$ cat src/rtl/ula_serial_if.sv
// Handshake and operand/result bundle for the digit-serial ALU.
// Signal names match the ALU's external pin names; clk and reset stay outside.
interface ula_serial_if #(
  parameter int WIDTH = 32
);
  logic             start;
  logic             abort;
  logic [2:0]       ULAcontrole;
  logic [WIDTH-1:0] a;
  logic [WIDTH-1:0] b;
  logic             ready;
  logic             done;
  logic [WIDTH-1:0] ULAsaida;
  logic             cout;
  logic             overflow;
  logic             zero;

  modport master (
    output start, abort, ULAcontrole, a, b,
    input  ready, done, ULAsaida, cout, overflow, zero
  );

  modport slave (
    input  start, abort, ULAcontrole, a, b,
    output ready, done, ULAsaida, cout, overflow, zero
  );
endinterface

$ cat src/rtl/ula_serial.sv
// Digit-serial ALU: processes DIGIT bits per cycle with a registered ripple carry,
// taking WIDTH/DIGIT RUN cycles followed by a one-cycle DONE pulse.
module ula_serial #(
  parameter int WIDTH = 32,
  parameter int DIGIT = 1
) (
  input  logic         clk,
  input  logic         reset,
  ula_serial_if.slave  bus
);
  localparam int NDIG = WIDTH / DIGIT;
  localparam int CW   = (NDIG > 1) ? $clog2(NDIG) : 1;

  typedef enum logic [1:0] {IDLE = 2'd0, RUN = 2'd1, DONE = 2'd2} state_t;

  state_t           state_q, state_d;
  logic [CW-1:0]    cnt_q, cnt_d;
  logic [2:0]       op_q, op_d;
  logic [WIDTH-1:0] a_q, a_d, b_q, b_d;
  logic             carry_q, carry_d;
  logic [WIDTH-1:0] res_q, res_d;
  logic             cout_q, cout_d;
  logic             ovf_q, ovf_d;

  logic [DIGIT-1:0] a_dig_s, b_dig_s, b_eff_s, dig_res_s;
  logic [DIGIT:0]   sum_s;
  logic             last_s, cin_msb_s, ovf_s, is_sub_s;

  // Current digit slice; SUB and SLT add the inverted b with the carry preloaded to 1.
  always_comb begin
    a_dig_s   = a_q[cnt_q*DIGIT +: DIGIT];
    b_dig_s   = b_q[cnt_q*DIGIT +: DIGIT];
    is_sub_s  = (op_q == 3'b110) || (op_q == 3'b111);
    b_eff_s   = is_sub_s ? ~b_dig_s : b_dig_s;
    sum_s     = {1'b0, a_dig_s} + {1'b0, b_eff_s} + {{DIGIT{1'b0}}, carry_q};
    cin_msb_s = sum_s[DIGIT-1] ^ a_dig_s[DIGIT-1] ^ b_eff_s[DIGIT-1];
    ovf_s     = cin_msb_s ^ sum_s[DIGIT];
    last_s    = (cnt_q == CW'(NDIG - 1));
    case (op_q)
      3'b000:  dig_res_s = a_dig_s & b_dig_s;
      3'b001:  dig_res_s = a_dig_s | b_dig_s;
      3'b010:  dig_res_s = sum_s[DIGIT-1:0];
      3'b011:  dig_res_s = ~(a_dig_s | b_dig_s);
      3'b101:  dig_res_s = a_dig_s ^ b_dig_s;
      3'b110:  dig_res_s = sum_s[DIGIT-1:0];
      default: dig_res_s = {DIGIT{1'b0}};
    endcase
  end

  // Next-state and datapath update.
  always_comb begin
    state_d = state_q;
    cnt_d   = cnt_q;
    op_d    = op_q;
    a_d     = a_q;
    b_d     = b_q;
    carry_d = carry_q;
    res_d   = res_q;
    cout_d  = cout_q;
    ovf_d   = ovf_q;
    case (state_q)
      IDLE: begin
        if (bus.start && !bus.abort) begin
          op_d    = bus.ULAcontrole;
          a_d     = bus.a;
          b_d     = bus.b;
          cnt_d   = {CW{1'b0}};
          carry_d = (bus.ULAcontrole == 3'b110) || (bus.ULAcontrole == 3'b111);
          state_d = RUN;
        end else begin
          state_d = IDLE;
        end
      end
      RUN: begin
        if (bus.abort) begin
          state_d = IDLE;
        end else begin
          carry_d = sum_s[DIGIT];
          cnt_d   = last_s ? {CW{1'b0}} : cnt_q + 1'b1;
          if (op_q != 3'b111) begin
            res_d[cnt_q*DIGIT +: DIGIT] = dig_res_s;
          end else begin
            res_d = res_q;
          end
          if (last_s) begin
            state_d = DONE;
            if (op_q == 3'b111) begin
              res_d  = {{(WIDTH-1){1'b0}}, sum_s[DIGIT-1] ^ ovf_s};
              cout_d = 1'b0;
              ovf_d  = 1'b0;
            end else if ((op_q == 3'b010) || (op_q == 3'b110)) begin
              cout_d = sum_s[DIGIT];
              ovf_d  = ovf_s;
            end else begin
              cout_d = 1'b0;
              ovf_d  = 1'b0;
            end
          end else begin
            state_d = RUN;
          end
        end
      end
      DONE:    state_d = IDLE;
      default: state_d = IDLE;
    endcase
  end

  // State and datapath registers.
  always_ff @(posedge clk or posedge reset) begin
    if (reset) begin
      state_q <= IDLE;
      cnt_q   <= {CW{1'b0}};
      op_q    <= 3'b000;
      a_q     <= {WIDTH{1'b0}};
      b_q     <= {WIDTH{1'b0}};
      carry_q <= 1'b0;
      res_q   <= {WIDTH{1'b0}};
      cout_q  <= 1'b0;
      ovf_q   <= 1'b0;
    end else begin
      state_q <= state_d;
      cnt_q   <= cnt_d;
      op_q    <= op_d;
      a_q     <= a_d;
      b_q     <= b_d;
      carry_q <= carry_d;
      res_q   <= res_d;
      cout_q  <= cout_d;
      ovf_q   <= ovf_d;
    end
  end

  assign bus.ready    = (state_q == IDLE);
  assign bus.done     = (state_q == DONE);
  assign bus.ULAsaida = res_q;
  assign bus.cout     = cout_q;
  assign bus.overflow = ovf_q;
  assign bus.zero     = (res_q == {WIDTH{1'b0}});
endmodule

$ cat src/flat_wrapper.sv
// flat-port wrapper written by rule: the top's interface ports become plain ports
module ula_serial_flat 
#(
  parameter int WIDTH = 32,
  parameter int DIGIT = 1
)
  (clk, reset, bus_start, bus_abort, bus_ULAcontrole, bus_a, bus_b, bus_ready, bus_done, bus_ULAsaida, bus_cout, bus_overflow, bus_zero);
  ula_serial_if #(.WIDTH(WIDTH)) bus_i ();
  input  logic clk;
  input  logic reset;
  input wire logic [$bits(bus_i.start)-1:0] bus_start;
  input wire logic [$bits(bus_i.abort)-1:0] bus_abort;
  input wire logic [$bits(bus_i.ULAcontrole)-1:0] bus_ULAcontrole;
  input wire logic [$bits(bus_i.a)-1:0] bus_a;
  input wire logic [$bits(bus_i.b)-1:0] bus_b;
  output wire logic [$bits(bus_i.ready)-1:0] bus_ready;
  output wire logic [$bits(bus_i.done)-1:0] bus_done;
  output wire logic [$bits(bus_i.ULAsaida)-1:0] bus_ULAsaida;
  output wire logic [$bits(bus_i.cout)-1:0] bus_cout;
  output wire logic [$bits(bus_i.overflow)-1:0] bus_overflow;
  output wire logic [$bits(bus_i.zero)-1:0] bus_zero;
  assign bus_i.start = bus_start;
  assign bus_i.abort = bus_abort;
  assign bus_i.ULAcontrole = bus_ULAcontrole;
  assign bus_i.a = bus_a;
  assign bus_i.b = bus_b;
  assign bus_ready = bus_i.ready;
  assign bus_done = bus_i.done;
  assign bus_ULAsaida = bus_i.ULAsaida;
  assign bus_cout = bus_i.cout;
  assign bus_overflow = bus_i.overflow;
  assign bus_zero = bus_i.zero;
  ula_serial #(.WIDTH(WIDTH), .DIGIT(DIGIT)) u_core (.clk(clk), .reset(reset), .bus(bus_i));
endmodule
$ cat config.mk
export PLATFORM = sky130hd
export DESIGN_NAME = ula_serial_flat
export DESIGN_NICKNAME = d
export VERILOG_FILES = /design/src/rtl/ula_serial_if.sv /design/src/rtl/ula_serial.sv /design/src/flat_wrapper.sv
export SDC_FILE = /design/constraint.sdc
export NUM_CORES = 1
export LEC_CHECK = 0
export BUFFER_PORTS_ARGS = -buffer_cell sky130_fd_sc_hd__buf_2
export CAP_MARGIN = 20
export CORE_MARGIN = 3
export CORE_UTILIZATION = 40
export DETAILED_ROUTE_END_ITERATION = 8
export SETUP_SLACK_MARGIN = 0.5
export SKIP_CTS_REPAIR_TIMING = 1
export SLEW_MARGIN = 10
export SYNTH_ARGS = -nofsm -noshare
export SYNTH_HDL_FRONTEND = slang
export SYNTH_SLANG_ARGS = --single-unit
$ cat constraint.sdc
create_clock -name clk -period 5.05 [get_ports clk]
set_input_delay 0 -clock clk [delete_from_list [all_inputs] [get_ports clk]]
set_output_delay 0 -clock clk [all_outputs]
set_load 0.03 [all_outputs]
==> flow_summary.ini <==
[clock_network]
cts_tree = done
insertion_delay_ps = 360
htree_levels = 3
cts_buffer_depth = 2
cts_root_buf = clkbuf_16
clk_pin_slew_worst_paths_ps = 70
cts.sinks = 109
numCtsBuffers = 9

[floorplan]
row_count = 42
dieArea_um2 = 15200
fp.dieW_um = 123.3
ioPinCount = 108
dieHeight_um = 123.3
coreArea_um2 = 13350
start_util_pct = 41.22

[global_routing]
antenna_found_initial = 0
track_usage_pct = 19.15
first_global_vias = 4254
gr-total-overflow = 0
grt_max_degree = 72
grt_pass1_wl_um = 22380

[final_layout]
layout-drive-gt1-share_pct = 34.17
n_fill_cell = 1180
final_net_count = 716
syn_to_final_growth_pct = 29.59
seq_area_um2 = 2729
antenna_cells = 0
multi_input_area_um2 = 2603

[setup_path]
end_kind = register
cp.required_ps = 5330
crit_arrival_ps = 4450
path_class = register to register
critPathMaxFanout = 21
crit_path_start_kind = register

[timing]
tns_ps = 0
drv_slew = 0
rsz0062_at_grt = no
fin_crit_sh_pct = 82.72
worst_slack_ps = 872.9
period_minus_slack_ps = 4177
worstMarginPinSlew_ps = 972.5
hold_viol_final = 0
slew_headroom_pct = 34.67
fmax_ghz = 0.2394
fin_skew_ps = 11.16
setup_violations = 0

[power_and_ir_drop]
leakage_nw = 3.184
power.density_nw_per_um2 = 373.4
max-vdd-ir-drop_v = 0.0002006

[synthesis]
synth-seq-area-share_pct = 49.58
syn_nets = 554
ys_seq_elements = 109
synth_top_area_cell = dfrtp_1
syn_inst = 471
synth_edf_count = 0
synthDistinctLibCells = 48
yosys_warnings = 0
synthArstFlopShare_pct = 100.0
synthTopCellsByArea = dfrtp_1, mux2_2, mux4_2
syn_area_per_cell_um2 = 11.68
synth_area_um2 = 5502
synth_top_area_share_pct = 49.58
ys.flop_type = dfrtp_1

[place]
io_buffers = 107
dp_hpwl_um = 9867
place_ws_ps = 872.1
gp_congestion = 0.8535

[drt]
drc_errors = 0
wire_per_inst_um = 18.19
drtIter0Drc = 291
vias_per_cell = 5.507
vias = 4483
postRouteWirelength_um = 14810
ant_nets = 0
dr.pass1.iters = 5

[outcome]
status = finished clean

[run]
drv_cap = 0

[min_path]
worst_hold_path_type = input port to async pin
cell type report:
| type | count | share of cell area [%] |
|---|---|---|
| inverters | 14 | 0.7722 |
| flip-flops and latches | 109 | 38.28 |
| repair buffers | 180 | 17.62 |
| multi-input cells | 319 | 36.50 |
| well taps | 176 | 3.089 |
| clock buffers | 10 | 3.212 |
| clock inverters | 6 | 0.5265 |
power by group:
part / leakage [nW] / internal [mW] / switching (mW) / total, mW
Sequential: 1.37 / 1.01 / 0.114 / 1.12
Combinational: 1.68 / 0.435 / 0.450 / 0.884
Clock: 0.136 / 0.334 / 0.324 / 0.659
critical path, stage by stage (launching register included):
cell,delay [ps]
dfrtp_1,830
mux4_2,410
mux4_2,510
mux2i_4,200
xor2_1,270
inv_2,70
fa_1,440
nor2_1,100
a311o_1,150
o311a_1,340
nand2_1,180
or3_1,410
o21ai_0,170
cell usage after synthesis (all sizes together) (2+ instances only):
| master | number |
|---|---|
| nand4 | 8 |
| o22ai | 2 |
| clkbuf | 22 |
| inv | 14 |
| a311o | 2 |
| a21oi | 27 |
| nand2b | 7 |
| and2 | 5 |
| mux2 | 65 |
| nor3 | 5 |
| and3 | 7 |
| or2 | 2 |
| mux4 | 16 |
| nor2b | 4 |
| dfrtp | 109 |
| buf | 7 |
| fa | 2 |
| a31oi | 3 |
| o31ai | 5 |
| nand3 | 13 |
| o211ai | 4 |
| o21ai | 56 |
| nor2 | 12 |
| o41ai | 5 |
| xnor2 | 3 |
| o221ai | 2 |
| nor4 | 8 |
| mux2i | 8 |
| ha | 10 |
| or3 | 2 |
| nand2 | 23 |
cells in the final DEF, fill, tap and decap left out, types with 3 or more instances in the layout:
cell	instances
o211ai_1	4
a21oi_1	27
dlygate4sd3_1	69
mux4_2	16
nand2_1	23
nor2_1	12
nor2b_1	4
nor4_1	8
nand2b_1	7
o21ai_0	56
ha_1	10
buf_4	4
buf_2	107
clkbuf_16	9
and2_1	5
o31ai_1	4
xnor2_1	3
dfrtp_1	108
clkinv_2	4
mux2i_1	7
and3_1	7
mux2_2	65
nor3_1	5
a31oi_1	3
o41ai_1	5
inv_1	12
nand3_1	13
nand4_1	8
final timing paths:
path / from / end / slack [ps] / cells after the start
setup / recovery: u_core.cnt_q[1]$_DFFE_PP0P_ / u_core.bus.ULAsaida[23]$_DFFE_PP0P_ / 870 / 12
min in group clk: bus_a[31] / u_core.a_q[31]$_DFFE_PP0P_ / 400 / 3
max in group asynchronous: reset / u_core.cnt_q[0]$_DFFE_PP0P_ / 3560 / 4
hold reg to reg: u_core.bus.cout$_DFFE_PP0P_ / u_core.bus.cout$_DFFE_PP0P_ / 490 / 2
hold / removal: reset / u_core.op_q[0]$_DFFE_PP0P_ / 230 / 3
setup reg to reg: u_core.cnt_q[1]$_DFFE_PP0P_ / u_core.bus.ULAsaida[23]$_DFFE_PP0P_ / 870 / 12
per-stage QoR:
step                      hold slack (ps)  utilization [%]  std cells  total power [mW]  cell area (µm²)
after floorplan                     99.28                -        471             1.769             5502
after global placement              67.44            46.24        729             1.955             6172
after detailed placement            74.19            46.24        729             1.974             6172
after CTS                          -313.5            48.24        745             2.635             6439
after global routing                282.2            53.41        814             2.821             7129
final                               225.9            53.41        814             2.662             7129
routing by layer:
| layer | track usage [%] | share of wire (%) |
|---|---|---|
| met5 | 0 | 0 |
| met1 | 27.03 | 43 |
| met4 | 8.166 | 2.4 |
| met2 | 29.60 | 50 |
| met3 | 2.836 | 4.9 |
cell families (layout without fill, tap and decap cells):
group,count (synthesis),count (layout),share of synthesized area [%]
AO/OA/AOI/OAI,114,114,12.46
adder cells (fa/ha/maj),12,12,3.002
AND/OR/NAND/NOR,100,100,9.552
flip-flops,109,109,49.58
buffers and inverters,43,210,3.229
XOR/XNOR,4,4,0.6369
multiplexers,89,89,21.54
flip-flops by register name, indices dropped and copies added, names as in the netlist:
register,flops
u_core.cnt_q,5
u_core.op_q,3
u_core.carry_q,1
u_core.a_q,32
u_core.bus.ULAsaida,32
u_core.bus.overflow,1
u_core.state_q,2
u_core.bus.cout,1
u_core.b_q,32
Note: power is estimated with default switching activity, not from simulation.
